==> config.mk <==
export PLATFORM = sky130hd
export DESIGN_NAME = st_packetizer_flat
export DESIGN_NICKNAME = d
export VERILOG_FILES = /design/src/rtl/st_packetizer_if.sv /design/src/rtl/st_packetizer.sv /design/src/flat_wrapper.sv
export SDC_FILE = /design/constraint.sdc
export NUM_CORES = 1
export LEC_CHECK = 0
export BUFFER_PORTS_ARGS = -buffer_cell sky130_fd_sc_hd__buf_2
export CORE_MARGIN = 2
export CORE_UTILIZATION = 40
export DETAILED_ROUTE_END_ITERATION = 8
export PLACE_DENSITY = 0.56
export REMOVE_ABC_BUFFERS = 1
export SLEW_MARGIN = 20
export SYNTH_ARGS = -nofsm -noshare
export SYNTH_HDL_FRONTEND = slang
export SYNTH_SLANG_ARGS = --single-unit
==> constraint.sdc <==
create_clock -name clk -period 2.4 [get_ports clk]
set_input_delay 0.6 -clock clk [delete_from_list [all_inputs] [get_ports clk]]
set_output_delay 0.6 -clock clk [all_outputs]
set_load 0.1 [all_outputs]
==> src/rtl/st_packetizer_if.sv <==
// Handshake bundle for st_packetizer: plain st_data in, framed st_packet out.
// master = the environment (producer and consumer), slave = the packetizer.
interface st_packetizer_if #(
  parameter int DATA_WIDTH = 8
);
  logic [DATA_WIDTH-1:0] sink_data;
  logic                  sink_valid;
  logic                  sink_last;
  logic                  sink_ready;
  logic [DATA_WIDTH-1:0] source_data;
  logic                  source_start_packet;
  logic                  source_end_packet;
  logic                  source_valid;
  logic                  source_ready;

  modport master (
    output sink_data, sink_valid, sink_last, source_ready,
    input  sink_ready, source_data, source_start_packet, source_end_packet, source_valid
  );

  modport slave (
    input  sink_data, sink_valid, sink_last, source_ready,
    output sink_ready, source_data, source_start_packet, source_end_packet, source_valid
  );
endinterface

==> src/rtl/st_packetizer.sv <==
// Tags each incoming word with sop/eop at enqueue (fixed length or early close)
// and buffers {data, sop, eop} in a small registered FIFO toward the packet sink.
module st_packetizer #(
  parameter int DATA_WIDTH = 8,
  parameter int PKT_LEN    = 16,
  parameter int FIFO_DEPTH = 4
) (
  input  logic              clk,
  input  logic              reset,
  st_packetizer_if.slave    st,
  output logic [15:0]       pkt_count
);
  localparam int BW = (PKT_LEN > 1) ? $clog2(PKT_LEN) : 1;
  localparam int PW = $clog2(FIFO_DEPTH);
  localparam int CW = $clog2(FIFO_DEPTH + 1);
  localparam int EW = DATA_WIDTH + 2;
  localparam logic [BW-1:0] LAST_BEAT = BW'(PKT_LEN - 1);
  localparam logic [CW-1:0] FULL_CNT  = CW'(FIFO_DEPTH);

  logic [EW-1:0] mem_q [FIFO_DEPTH];
  logic [EW-1:0] mem_d [FIFO_DEPTH];
  logic [PW-1:0] wr_ptr_q, wr_ptr_d;
  logic [PW-1:0] rd_ptr_q, rd_ptr_d;
  logic [CW-1:0] count_q, count_d;
  logic [BW-1:0] beat_cnt_q, beat_cnt_d;
  logic [15:0]   pkt_count_q, pkt_count_d;

  logic          push, pop, tag_sop, tag_eop, not_empty;
  logic [EW-1:0] head;

  assign not_empty = (count_q != '0);
  assign head      = mem_q[rd_ptr_q];

  // Ready looks only at registered occupancy, never at source_ready.
  assign st.sink_ready          = reset && (count_q < FULL_CNT);
  assign st.source_valid        = not_empty;
  assign st.source_data         = head[EW-1:2];
  assign st.source_start_packet = head[1] & not_empty;
  assign st.source_end_packet   = head[0] & not_empty;
  assign pkt_count              = pkt_count_q;

  assign push    = st.sink_valid && st.sink_ready;
  assign pop     = not_empty && st.source_ready;
  assign tag_sop = (beat_cnt_q == '0);
  assign tag_eop = (beat_cnt_q == LAST_BEAT) || st.sink_last;

  always_comb begin
    mem_d       = mem_q;
    wr_ptr_d    = wr_ptr_q;
    rd_ptr_d    = rd_ptr_q;
    count_d     = count_q;
    beat_cnt_d  = beat_cnt_q;
    pkt_count_d = pkt_count_q;

    if (push) begin
      mem_d[wr_ptr_q] = {st.sink_data, tag_sop, tag_eop};
      wr_ptr_d        = wr_ptr_q + 1'b1;
      beat_cnt_d      = tag_eop ? '0 : beat_cnt_q + 1'b1;
    end
    if (pop) begin
      rd_ptr_d = rd_ptr_q + 1'b1;
      if (head[0]) pkt_count_d = pkt_count_q + 16'd1;
    end
    case ({push, pop})
      2'b10:   count_d = count_q + 1'b1;
      2'b01:   count_d = count_q - 1'b1;
      default: count_d = count_q;
    endcase
  end

  always_ff @(posedge clk) begin
    if (!reset) begin
      for (int i = 0; i < FIFO_DEPTH; i++) mem_q[i] <= '0;
      wr_ptr_q    <= '0;
      rd_ptr_q    <= '0;
      count_q     <= '0;
      beat_cnt_q  <= '0;
      pkt_count_q <= '0;
    end else begin
      mem_q       <= mem_d;
      wr_ptr_q    <= wr_ptr_d;
      rd_ptr_q    <= rd_ptr_d;
      count_q     <= count_d;
      beat_cnt_q  <= beat_cnt_d;
      pkt_count_q <= pkt_count_d;
    end
  end
endmodule

==> src/flat_wrapper.sv <==
// flat-port wrapper written by rule: the top's interface ports become plain ports
module st_packetizer_flat 
#(
  parameter int DATA_WIDTH = 8,
  parameter int PKT_LEN    = 16,
  parameter int FIFO_DEPTH = 4
)
  (clk, reset, pkt_count, st_sink_data, st_sink_valid, st_sink_last, st_source_ready, st_sink_ready, st_source_data, st_source_start_packet, st_source_end_packet, st_source_valid);
  st_packetizer_if #(.DATA_WIDTH(DATA_WIDTH)) st_i ();
  input  logic clk;
  input  logic reset;
  output logic [15:0] pkt_count;
  input wire logic [$bits(st_i.sink_data)-1:0] st_sink_data;
  input wire logic [$bits(st_i.sink_valid)-1:0] st_sink_valid;
  input wire logic [$bits(st_i.sink_last)-1:0] st_sink_last;
  input wire logic [$bits(st_i.source_ready)-1:0] st_source_ready;
  output wire logic [$bits(st_i.sink_ready)-1:0] st_sink_ready;
  output wire logic [$bits(st_i.source_data)-1:0] st_source_data;
  output wire logic [$bits(st_i.source_start_packet)-1:0] st_source_start_packet;
  output wire logic [$bits(st_i.source_end_packet)-1:0] st_source_end_packet;
  output wire logic [$bits(st_i.source_valid)-1:0] st_source_valid;
  assign st_i.sink_data = st_sink_data;
  assign st_i.sink_valid = st_sink_valid;
  assign st_i.sink_last = st_sink_last;
  assign st_i.source_ready = st_source_ready;
  assign st_sink_ready = st_i.sink_ready;
  assign st_source_data = st_i.source_data;
  assign st_source_start_packet = st_i.source_start_packet;
  assign st_source_end_packet = st_i.source_end_packet;
  assign st_source_valid = st_i.source_valid;
  st_packetizer #(.DATA_WIDTH(DATA_WIDTH), .PKT_LEN(PKT_LEN), .FIFO_DEPTH(FIFO_DEPTH)) u_core (.clk(clk), .reset(reset), .st(st_i), .pkt_count(pkt_count));
endmodule
==> flow_metrics.tcl, run 1 <==
set metrics [dict create \
    cp-end-kind "primary output" \
    dominantRegCellSynth "dfxtp_1" \
    coreArea_sq_um 7180 \
    cts_buffer_depth 2 \
    cts-buffers-inserted 9 \
    vertical_die_dimension_um 89.8 \
    post-dp-hpwl_mm 4.41 \
    ant_nets 0 \
    track_usage_pct 17.5 \
    post-route-period-util_pct 97.2 \
    share_of_async_settable_or_async_resettable_flops_after_synthesis_pct 0 \
    die_area_sq_um 8070 \
    weighted_congestion_reported_at_the_end_of_routability_driven_placement 0.731 \
    tritoncts "built" \
    groute.layer.met1.usage_pct 21.8 \
    start_kind "register" \
    first_iter_violations 68 \
    num-nets-final 407 \
    worst-slew-pin-transition_ns 0.711 \
    setup_viol 0 \
    rsz0062_at_grt "no" \
    port_buffers 40 \
    cts-hold-fix-buffers 0 \
    path_class "reg2out" \
    worstHoldPathType "reg2reg" \
    worst_clock_skew_ns 0.0115 \
    finalCoreUtilization_pct 49.1 \
    final.min_clock_period_ns 2.33 \
    syn_area_per_cell_sq_um 8.64 \
    hold_viol_final 0 \
    power.density_nw_per_um2 883 \
    grt_pass1_wl_mm 11.4 \
    reg2reg_depth 8 \
    ys_seq_area_share_pct 45.5 \
    cell_area_after_technology_mapping_sq_um 2950 \
    final-max-slew-violation-count 0 \
    drc 0 \
    grt-busiest-layer "met2" \
    postRouteWirelength_mm 6.78 \
    floorplan.io_pins 41 \
    n_antenna_cell 0 \
    htree_num_levels 3 \
    arrival_time_at_the_worst_endpoint_ns 1.73 \
    worst_skew_pair.late_latency_ns 0.34 \
    width_of_the_die_um 89.8 \
    postSynthCellCount 341 \
    crit_path_max_fanout 6 \
    yosysUniqueCellTypes 33 \
    grt_pass1_vias 2310 \
    areaGrowthSynthToFinish_pct 19.5 \
    max_slew_margin_pct 52.6 \
    placementRows 31 \
    detail_route.vias_per_cell 5.10 \
    cts.sinks 67 \
    static-leakage-power_nw 1.30 \
    maximum_clock_frequency_ghz 0.429 \
    routed_wire_length_per_instance_um 13.9 \
    globalRoute.totalOverflow 0 \
    initial_utilization_pct 41.1 \
    dr_total_vias 2496 \
    yosysWarnings 0 \
    timing.critical_path.required_ns 1.80 \
    hold-worst-slack_ns 0.455 \
    met2_usage_pct 29.2 \
    ir_drop_v 0.000392 \
    number_of_antenna_violations_at_the_first_check_in_global_routing 0 \
    yosys_register_bits 67 \
    cts-root-buf "clkbuf_8" \
    worst_setup_hold_path_clk_slew_ns 0.08 \
    use_met3_pct 4.69 \
    synth_enable_flop_cells 0 \
    status "complete, no violations" \
    grt_start_max_net_pins 68 \
    worstHoldPathCells 2 \
    drt_pass1_iterations 4 \
    cap_viol_max_count 0 \
    post_route_cells_drive_above_1_share_pct 20.8 \
]
state kept, by name, summed over array words and instances, names as in the netlist:
register and flops:
u_core.rd_ptr_q 2, u_core.pkt_count 16, u_core.wr_ptr_q 2, u_core.mem_q 40, u_core.count_q 3, u_core.beat_cnt_q 4
through the flow:
stage / setup TNS (ns) / power, mW / cell area (sq um) / worst slack, ns / std cells
global route: 0 / 3.28 / 3520 / 0.0102 / 489
finish: 0 / 3.11 / 3520 / 0.0684 / 489
CTS: 0 / 3.14 / 3510 / 0.0118 / 489
detailed placement: 0 / 2.08 / 3270 / 0.176 / 473
global placement: 0 / 2.06 / 3270 / 0.213 / 473
floorplan: -0.800 / 1.87 / 2870 / -0.422 / 324
cells in the final DEF (no fill, tap or decap), types with 7 or more instances in the layout:
cell type / n
buf_4: 17
o31ai_1: 8
nand3_1: 9
nor2_1: 17
mux4_2: 10
xor2_1: 8
or4_1: 7
dfxtp_1: 66
a21oi_1: 53
inv_1: 10
nand2_1: 84
buf_2: 32
clkbuf_8: 9
ha_1: 8
layout make-up:
class | instances | area, sq um
multi-input combinational | 246 | 1490
timing repair buffer | 50 | 299
clock buffer | 9 | 124
tap | 99 | 124
clock inverter | 7 | 100
inverter | 11 | 41.3
fill | 728 | 3650
sequential | 67 | 1340
timing repair:
item / CTS / global route
setup buffers: 0 / 0
setup endpoints to repair: 10 / 6
gates cloned: 0 / 0
resized for setup: 7 / 5
endpoints found under the hold margin: 0 / 0
synthesized netlist by cell type, types with 2 or more instances:
master,count,area (sq um)
a21oi_1,53,265
and4_1,2,17.5
and2_1,6,37.5
nand3_1,9,45.0
ha_1,8,100
nor2_1,17,63.8
o21ai_0,6,30.0
inv_1,10,37.5
xor2_1,8,70.1
nand4_1,5,31.3
a211oi_1,4,30.0
mux4_2,10,225
or4_1,7,52.6
o31ai_1,8,60.1
clkbuf_1,14,52.6
buf_2,2,10.0
dfxtp_1,67,1340
and3_1,2,12.5
nand2_1,84,315
or3_1,6,37.5
layer usage:
layer,up-vias,routed length (um)
li1,1273,-
met1,1167,3140
met2,47,3270
met3,9,288
met4,0,85
met5,-,0
final timing paths:
kind	start	slack [ns]	to
hold reg to reg	u_core.mem_q[13]	0.46	u_core.mem_q[13]
hold / removal	u_core.mem_q[13]	0.46	u_core.mem_q[13]
setup reg to reg	u_core.count_q[2]	0.45	u_core.count_q[2]
setup / recovery	u_core.rd_ptr_q[0]	0.07	st_source_start_packet
worst max-delay path, cell delays in order, from the launching register on:
cell     delay [ns]
dfxtp_2        0.43
mux4_2         0.57
and2_1         0.18
buf_4          0.23
logic make-up (layout without fill, tap and decap cells):
logic type	count (synthesis)	after routing	share of synthesized area [%]
adder cells (fa/ha/maj)	9	9	4.07
multiplexers	10	10	7.64
buffers and inverters	28	77	3.90
XOR/XNOR	9	9	2.67
flip-flops	67	67	45.5
AND/OR/NAND/NOR	144	144	22.3
AO/OA/AOI/OAI	74	74	13.9
power breakdown:
group,total (mW),internal (mW),switching (mW)
Clock,1.04,0.592,0.452
Combinational,0.827,0.260,0.566
Sequential,1.24,1.17,0.0656
Note: power is estimated with default switching activity, not from simulation.
==> run 2, diff against run 1 <==
- CORE_ASPECT_RATIO: not set -> 1.1
==> run 2 against run 1 <==
- the run now ends with design-rule violations left
- critical endpoint is now st_source_end_packet
- global-route usage increased by 0.13 points
- flip-flop and latch count unchanged
- largest power group unchanged
- combinational power is 2% lower
==> flow_metrics.tcl, run 2 (same netlist as run 1, synthesis figures left out) <==
set metrics [dict create \
    status "complete, but fails checks" \
    violations "design-rule violations" \
    max_ffs_per_register 40 \
    tritoncts "built" \
    cp-end-kind "primary output" \
    post-dp-hpwl_mm 4.34 \
    worst_setup_hold_path_clk_slew_ns 0.08 \
    cts-buffers-inserted 9 \
    weighted_congestion_reported_at_the_end_of_routability_driven_placement 0.751 \
    width_of_the_die_um 85.9 \
    crit_path_max_fanout 6 \
    vertical_die_dimension_um 94.0 \
    drc 4 \
    dr_total_vias 2513 \
    hold_viol_final 0 \
    layout_commonest_cell "nand2_1" \
    max_slew_margin_pct 52.4 \
    grt_pass1_wl_mm 11.0 \
    grt_start_max_net_pins 68 \
    cts-root-buf "clkbuf_8" \
    worst-slew-pin-transition_ns 0.714 \
    placementRows 32 \
    post_route_cells_drive_above_1_share_pct 20.6 \
    power.density_nw_per_um2 863 \
    ir_drop_v 0.000347 \
    globalRoute.totalOverflow 0 \
    floorplan.io_pins 41 \
    registers.top_by_ff_count "u_core.mem_q" \
    cts-hold-fix-buffers 0 \
    post-route-period-util_pct 97.6 \
    postRouteWirelength_mm 6.62 \
    coreArea_sq_um 7090 \
    arrival_time_at_the_worst_endpoint_ns 1.74 \
    total_power_mw 3.00 \
    num-nets-final 406 \
    final-max-slew-violation-count 0 \
    drt_pass1_iterations 6 \
    number_of_antenna_violations_at_the_first_check_in_global_routing 0 \
    initial_utilization_pct 41.6 \
    cts_buffer_depth 2 \
    worst_clock_skew_ns 0.00942 \
    timing.critical_path.required_ns 1.80 \
    final_area_sq_um 3470 \
    leading_cell_types_in_the_layout_fill_and_taps_excluded "84 x nand2_1, 66 x dfxtp_1, 53 x a21oi_1" \
    n_antenna_cell 0 \
    cap_viol_max_count 0 \
    maximum_clock_frequency_ghz 0.427 \
    areaGrowthSynthToFinish_pct 17.7 \
    routed_wire_length_per_instance_um 14.0 \
    worst_skew_pair.late_latency_ns 0.34 \
    grt_pass1_vias 2286 \
    ant_nets 0 \
    static-leakage-power_nw 1.28 \
    path_class "reg2out" \
    rsz0062_at_grt "no" \
    die_area_sq_um 8070 \
    track_usage_pct 17.6 \
    worstHoldPathType "reg2reg" \
    post_dp_cell_area_sq_um 3250 \
    cts.sinks 67 \
    port_buffers 40 \
    first_iter_violations 147 \
    finalCoreUtilization_pct 49.0 \
    start_kind "register" \
    setup_viol 0 \
    htree_num_levels 3 \
    final.min_clock_period_ns 2.34 \
    detail_route.vias_per_cell 5.30 \
]
-- run 2: cell count changes in the layout (fill, tap and decap cells not counted), sizes merged --
cell	delta
inv	+1
bufinv	-1
buf	-3
clkbuf	+2
-- run 2: routing by layer --
| metal | vias to the layer above | part of all wire (%) | global-route usage (%) |
|---|---|---|---|
| met5 | - | 0 | 0 |
| met4 | 0 | 1.7 | 7.67 |
| met3 | 12 | 3.6 | 3.95 |
| met2 | 43 | 48 | 28.7 |
| met1 | 1189 | 47 | 22.4 |
| li1 | 1269 | - | - |
-- run 2: power breakdown --
| group | internal, mW | switching, mW |
|---|---|---|
| clock | 0.487 | 0.462 |
| combinational | 0.252 | 0.560 |
| sequential | 1.17 | 0.0613 |
| total | 1.91 | 1.08 |
-- run 2: layout make-up --
class / count / area, sq um
timing repair buffer: 49 / 290
clock inverter: 7 / 75.1
sequential: 67 / 1340
clock buffer: 9 / 124
fill: 685 / 3620
inverter: 11 / 41.3
tap: 85 / 106
multi-input combinational: 246 / 1490
-- run 2: stage by stage --
step	setup slack (ns)	hold WS, ns	cells	TNS (ns)
2_1_floorplan	-0.422	0.433	324	-0.800
3_3_place_gp	0.210	0.440	458	0
3_5_place_dp	0.141	0.444	458	0
4_1_cts	0.00165	0.455	474	0
5_1_grt	0.000357	0.472	474	0
6_report	0.0574	0.454	474	0
-- run 2: path summary, 6_finish.rpt --
path                                        endpoint               start  slack, ns  cells after the start
worst max-delay path            st_source_end_packet  u_core.rd_ptr_q[0]       0.06                      3
worst max register to register     u_core.count_q[2]   u_core.count_q[2]       0.40                      8
worst min-delay path                u_core.mem_q[15]    u_core.mem_q[15]       0.45                      2
worst min register to register      u_core.mem_q[15]    u_core.mem_q[15]       0.45                      2
-- run 2: timing repair --
action	in CTS	in global routing
setup endpoints to repair	10	8
cloned	0	0
setup buffers	0	0
gates resized for setup	2	14
-- run 2: critical path, cell delays in order, from the launching register on --
cell and delay (ns):
dfxtp_2 0.41, mux4_2 0.54, and2_1 0.17, buf_2 0.28
